**src/rtl/serial_ge_compare_pkg.sv**
```systemverilog
// Shared types and defaults for the bit-serial magnitude comparator.
// State encoding and the default operand width live here.
package serial_ge_compare_pkg;

  localparam int DEF_WIDTH = 8;

  typedef enum logic [1:0] {
    ST_IDLE  = 2'd0,
    ST_SHIFT = 2'd1,
    ST_DONE  = 2'd2
  } state_t;

endpackage

```
**src/rtl/serial_ge_compare_if.sv**
```systemverilog
// Request/result bundle of the serial comparator.
// master drives operands and start, slave returns status and flags.
interface serial_ge_compare_if
  import serial_ge_compare_pkg::*;
#(
  parameter int WIDTH = DEF_WIDTH
);

  logic             start;
  logic [WIDTH-1:0] a;
  logic [WIDTH-1:0] b;
  logic             ready;
  logic             busy;
  logic             done;
  logic             ge_o;
  logic             eq_o;

  modport master (
    output start,
    output a,
    output b,
    input  ready,
    input  busy,
    input  done,
    input  ge_o,
    input  eq_o
  );

  modport slave (
    input  start,
    input  a,
    input  b,
    output ready,
    output busy,
    output done,
    output ge_o,
    output eq_o
  );

endinterface

```
**src/rtl/serial_ge_compare_ge.sv**
```systemverilog
// 1-bit greater-or-equal cell: ge = (x >= y) for single bits.
// Used in pairs to classify one bit position per cycle.
module serial_ge_compare_ge (
  input  logic x,
  input  logic y,
  output logic ge
);

  assign ge = x | ~y;

endmodule

```
**src/rtl/serial_ge_compare.sv**
```systemverilog
// Bit-serial MSB-first unsigned compare producing a>=b and a==b.
// One bit-pair per clock, optional exit at the first differing bit.
module serial_ge_compare
  import serial_ge_compare_pkg::*;
#(
  parameter int WIDTH      = DEF_WIDTH,
  parameter bit EARLY_EXIT = 1'b1
) (
  input  logic                clk,
  input  logic                rst_n,
  serial_ge_compare_if.slave  bus
);

  localparam int CW = $clog2(WIDTH + 1);

  state_t           state;
  state_t           state_nx;
  logic [WIDTH-1:0] sa;
  logic [WIDTH-1:0] sb;
  logic [CW-1:0]    cnt;
  logic             decided;
  logic             ge_q;
  logic             eq_q;
  logic             gab;
  logic             gba;
  logic             diff;
  logic             first;
  logic             last;
  logic             in_shift;
  logic             in_done;
  logic             accept;

  serial_ge_compare_ge u_gab (
    .x  (sa[WIDTH-1]),
    .y  (sb[WIDTH-1]),
    .ge (gab)
  );

  serial_ge_compare_ge u_gba (
    .x  (sb[WIDTH-1]),
    .y  (sa[WIDTH-1]),
    .ge (gba)
  );

  // exactly one cell true means the MSBs differ
  assign diff     = gab ^ gba;
  assign first    = diff & ~decided;
  assign last     = (cnt == '0);
  assign in_shift = (state == ST_SHIFT);
  assign in_done  = (state == ST_DONE);
  assign accept   = bus.start & ~(in_shift | in_done);

  assign bus.ready = ~(in_shift | in_done);
  assign bus.busy  = in_shift | in_done;
  assign bus.done  = in_done;
  assign bus.ge_o  = ge_q;
  assign bus.eq_o  = eq_q;

  // state register
  always_ff @(posedge clk or negedge rst_n) begin
    if (!rst_n) begin
      state <= ST_IDLE;
    end else begin
      state <= state_nx;
    end
  end

  // next state; unused code 2'd3 behaves as idle
  always_comb begin
    state_nx = state;
    unique case (1'b1)
      in_shift: begin
        if ((EARLY_EXIT && first) || last) begin
          state_nx = ST_DONE;
        end
      end
      in_done: begin
        state_nx = ST_IDLE;
      end
      default: begin
        state_nx = accept ? ST_SHIFT : ST_IDLE;
      end
    endcase
  end

  // operand shifters, bit counter and result flags
  always_ff @(posedge clk or negedge rst_n) begin
    if (!rst_n) begin
      sa      <= '0;
      sb      <= '0;
      cnt     <= '0;
      decided <= 1'b0;
      ge_q    <= 1'b0;
      eq_q    <= 1'b0;
    end else if (accept) begin
      sa      <= bus.a;
      sb      <= bus.b;
      cnt     <= CW'(WIDTH - 1);
      decided <= 1'b0;
      ge_q    <= 1'b0;
      eq_q    <= 1'b0;
    end else if (in_shift) begin
      sa <= sa << 1;
      sb <= sb << 1;
      if (!last) begin
        cnt <= cnt - 1'b1;
      end
      if (first) begin
        ge_q    <= gab;
        eq_q    <= 1'b0;
        decided <= 1'b1;
      end else if (last && !decided) begin
        ge_q <= 1'b1;
        eq_q <= 1'b1;
      end
    end
  end

endmodule

```
**src/flat_wrapper.sv**
```systemverilog
// flat-port wrapper written by rule: the top's interface ports become plain ports
module serial_ge_compare_flat import serial_ge_compare_pkg::*;
#(
  parameter int WIDTH      = DEF_WIDTH,
  parameter bit EARLY_EXIT = 1'b1
)
  (clk, rst_n, bus_start, bus_a, bus_b, bus_ready, bus_busy, bus_done, bus_ge_o, bus_eq_o);
  serial_ge_compare_if #(.WIDTH(WIDTH)) bus_i ();
  input  logic clk;
  input  logic rst_n;
  input wire logic [$bits(bus_i.start)-1:0] bus_start;
  input wire logic [$bits(bus_i.a)-1:0] bus_a;
  input wire logic [$bits(bus_i.b)-1:0] bus_b;
  output wire logic [$bits(bus_i.ready)-1:0] bus_ready;
  output wire logic [$bits(bus_i.busy)-1:0] bus_busy;
  output wire logic [$bits(bus_i.done)-1:0] bus_done;
  output wire logic [$bits(bus_i.ge_o)-1:0] bus_ge_o;
  output wire logic [$bits(bus_i.eq_o)-1:0] bus_eq_o;
  assign bus_i.start = bus_start;
  assign bus_i.a = bus_a;
  assign bus_i.b = bus_b;
  assign bus_ready = bus_i.ready;
  assign bus_busy = bus_i.busy;
  assign bus_done = bus_i.done;
  assign bus_ge_o = bus_i.ge_o;
  assign bus_eq_o = bus_i.eq_o;
  serial_ge_compare #(.WIDTH(WIDTH), .EARLY_EXIT(EARLY_EXIT)) u_core (.clk(clk), .rst_n(rst_n), .bus(bus_i));
endmodule
```
**config.mk**
```make
export PLATFORM = sky130hd
export DESIGN_NAME = serial_ge_compare_flat
export DESIGN_NICKNAME = d
export VERILOG_FILES = /design/src/rtl/serial_ge_compare_pkg.sv /design/src/rtl/serial_ge_compare_if.sv /design/src/rtl/serial_ge_compare_ge.sv /design/src/rtl/serial_ge_compare.sv /design/src/flat_wrapper.sv
export SDC_FILE = /design/constraint.sdc
export NUM_CORES = 1
export LEC_CHECK = 0
export CAP_MARGIN = 10
export CORE_MARGIN = 2
export CORE_UTILIZATION = 54
export CTS_CLUSTER_DIAMETER = 60
export DETAILED_ROUTE_END_ITERATION = 6
export PLACE_DENSITY = 0.83
export SETUP_SLACK_MARGIN = 0.05
export SYNTH_ARGS = -nofsm -noshare
export SYNTH_HDL_FRONTEND = slang
export SYNTH_SLANG_ARGS = --single-unit
```
**constraint.sdc**
```tcl
create_clock -name clk -period 3.3 [get_ports clk]
set_input_delay 0.99 -clock clk [delete_from_list [all_inputs] [get_ports clk]]
set_output_delay 0.99 -clock clk [all_outputs]
set_load 0.005 [all_outputs]
```
==> results.ini <==
[sta]
timing.final.crit_share=0.8082
min_period_ps=2667
setup_viol=0
fmax_ghz=0.3749
slew_headroom=0.6055
slew_viol_final=0
hold_viol=0
tightest_slew_ps=591.8
rsz0062_at_grt=no
fin_tns_setup_ps=0
fin_skew_ps=5.904

[synthesis]
yosys.cell_types.count=29
synth_nets=145
synth_cells=121
yosys_warnings=0
synth_mux_area_frac=0.1296
synth_top_family_by_area=simple AND/OR/NAND/NOR gates
yosys.area_share.simple=0.1457
synth-compound-area-share=0.1216
synthXorXnorAreaFrac=0
avgSynthCellArea_um2=10.29
ys_seq_elements=25
seq_area_frac_synth=0.5025
yosys.area_share.adder=0.05025
netlist_area_mm2=0.001245

[clock_tree]
clk_path_buf_depth=2
root_buffer=clkbuf_4
cts_sinks=25
numCtsBuffers=3
post-cts-setup-buffers=0
clk_pin_slew_ps=120
ctsResizeCount=0
clk_latency_ps=310
holdBufCountCts=0
h-tree-depth=1
cts_tree=built

[setup_path]
slowest_delay_ps=490
crit_top_cell=inv_1
path_delay_family=buffers and inverters
cpMaxStageDelayCell=clkdlybuf4s50_1
critPathCaptureType=output pin
cp-start-kind=flip-flop
crit_buf_inv=3
crit_fanout=4
crit_chain=inv_1 -> ha_1 -> inv_1 -> clkdlybuf4s50_1
critPathKind=flip-flop to output pin
worstPathArrival_ps=1680
required_ps=2310

[pwr]
p_seq_frac=0.424
powerDensity_mw_per_mm2=780.1
clockPowerShare=0.110
intPower_w=0.0007618
p_sw_w=0.0004387
switching_share=0.3654
worst_ir_drop_vdd_mv=0.4302
leakage_nw=0.6859
p_comb_frac=0.467

[drt]
drt_iter0_markers=15
totalWireLength_um=2135
drtAntennaViolNets=0
drt-pass1-iter-count=4
wl_per_cell_um=12.41
via_per_inst=5.302
drc_errors=0
vias=912

[status]
status=finished clean

[global_route]
grt_overflow=0
grt_pass1_wl_um=3946
grt_pass1_vias=923
grt_usage=0.1965
grt_antenna_before_repair=0
grt_max_degree=28

[placed_design]
place.gp.congestion=0.7705
dp.cells=168
dp.final_hpwl_um=1533
numPortBuffers=23

[cells_and_area]
drive_above_1_share=0.06944
final_cells=172
final_nets=169
antennaDiodeCount=0
fillers=162
syn_to_final_growth_pct=23.62

[floorplanning]
initial_core_util=0.5682
coreArea_mm2=0.002191
die_x_um=52.02
die_y_um=52.02
dieArea_mm2=0.002706
num_rows=17
io-pin-count=24

[hold_path]
hp-class=flip-flop to flip-flop

[flow_run]
drv_cap=0

## routing by layer
metal | GRT usage | wire, um
met3 | 0.03736 | 87
met4 | 0.08333 | 19
met2 | 0.3186 | 987
met1 | 0.2561 | 1041
met5 | 0 | 0
## worst register-to-register path: stages (launching register included)
cell     delay, ps
dfrtp_1        420
inv_1           90
ha_1           150
buf_4          320
or4b_4         530
a31o_1         230
## path summary, 6_finish.rpt
kind,start,cells past startpoint,slack [ps],endpoint
max,u_core.state[0]$_DFFE_PN0P_,4,630,bus_busy
min,u_core.bus.ge_o$_DFFE_PN0P_,1,520,u_core.bus.ge_o$_DFFE_PN0P_
max reg2reg,u_core.state[1]$_DFFE_PN0P_,5,1480,u_core.cnt[3]$_DFFE_PN0P_
min reg2reg,u_core.bus.ge_o$_DFFE_PN0P_,1,520,u_core.bus.ge_o$_DFFE_PN0P_
max in group asynchronous,rst_n,2,2040,u_core.decided$_DFFE_PN0P_
min in group asynchronous,rst_n,2,1030,u_core.cnt[3]$_DFFE_PN0P_
## cells by family after synthesis
family	count (synthesis)
mux	16
simple gates	34
buf+inv	15
compound gates	26
fa+ha+maj	5
flops	25
## per-stage QoR
step	area [um^2]	setup slack (ps)	util	hold slack (ps)	total power, W
3_3_place_gp	1513	861.4	0.6905	478.7	0.001052
4_1_cts	1539	615.8	0.7025	524.6	0.001213
3_5_place_dp	1513	841.0	0.6905	495.4	0.001079
2_1_floorplan	1245	1504	-	479.2	0.0008964
5_1_grt	1539	539.5	0.7025	541.0	0.001326
6_report	1539	632.9	0.7025	520.8	0.001201
## power groups by stage
stage | clock network (W) | logic [W] | registers (W)
after floorplan | 0 | 0.000403 | 0.000494
after global placement | 0 | 0.000542 | 0.000510
after detailed placement | 0 | 0.000561 | 0.000518
after CTS | 0.000137 | 0.000565 | 0.000510
after global routing | 0.000151 | 0.000645 | 0.000530
final | 0.000132 | 0.000560 | 0.000509
## layout by cell type (no fill, tap or decap), types with 2 or more instances in the layout
master / count
a21oi_1: 3
buf_4: 2
clkbuf_4: 3
clkdlybuf4s50_1: 23
dfrtp_1: 25
ha_1: 5
inv_1: 8
mux2i_1: 15
nand2_1: 21
nand3b_1: 2
nor2_1: 2
nor3b_1: 2
o21ai_0: 15
## Yosys cell counts
master / n / area (um^2)
o21a_1: 1 / 7.510
dfrtp_1: 25 / 625.6
mux2_2: 1 / 11.26
and3_1: 1 / 6.260
nor3_1: 1 / 5.000
nor2_1: 2 / 7.510
nor3b_1: 2 / 15.01
clkbuf_1: 4 / 15.01
o21ai_0: 15 / 75.07
mux2i_1: 15 / 150.1
nand2_1: 21 / 78.83
or3b_1: 1 / 8.760
nor4_2: 1 / 12.51
buf_4: 1 / 7.510
o211a_1: 1 / 10.01
a21o_1: 1 / 7.510
inv_1: 8 / 30.03
nor3b_2: 1 / 12.51
a31oi_1: 1 / 6.260
o211ai_1: 1 / 7.510
a31o_1: 1 / 8.760
buf_2: 2 / 10.01
and2_1: 1 / 6.260
a21oi_1: 3 / 15.01
ha_1: 5 / 62.56
nand3b_1: 2 / 15.01
o21ai_1: 1 / 5.000
or4b_4: 1 / 13.76
a211o_1: 1 / 8.760
## area by class of cell
class	instances	area, um^2	area share
Sequential cell	25	625.6	0.4065
Multi-Input combinational cell	81	556.8	0.3618
Timing Repair Buffer	26	265.3	0.1724
Tap cell	28	35.03	0.02276
Inverter	8	30.03	0.01951
Clock buffer	4	26.28	0.01707
## flip-flops by register name, indices dropped and copies added (netlist names)
name / cells
u_core.bus.eq_o: 1
u_core.bus.ge_o: 1
u_core.cnt: 4
u_core.decided: 1
u_core.sa: 8
u_core.sb: 8
u_core.state: 2
Note: power is estimated with default switching activity, not from simulation.
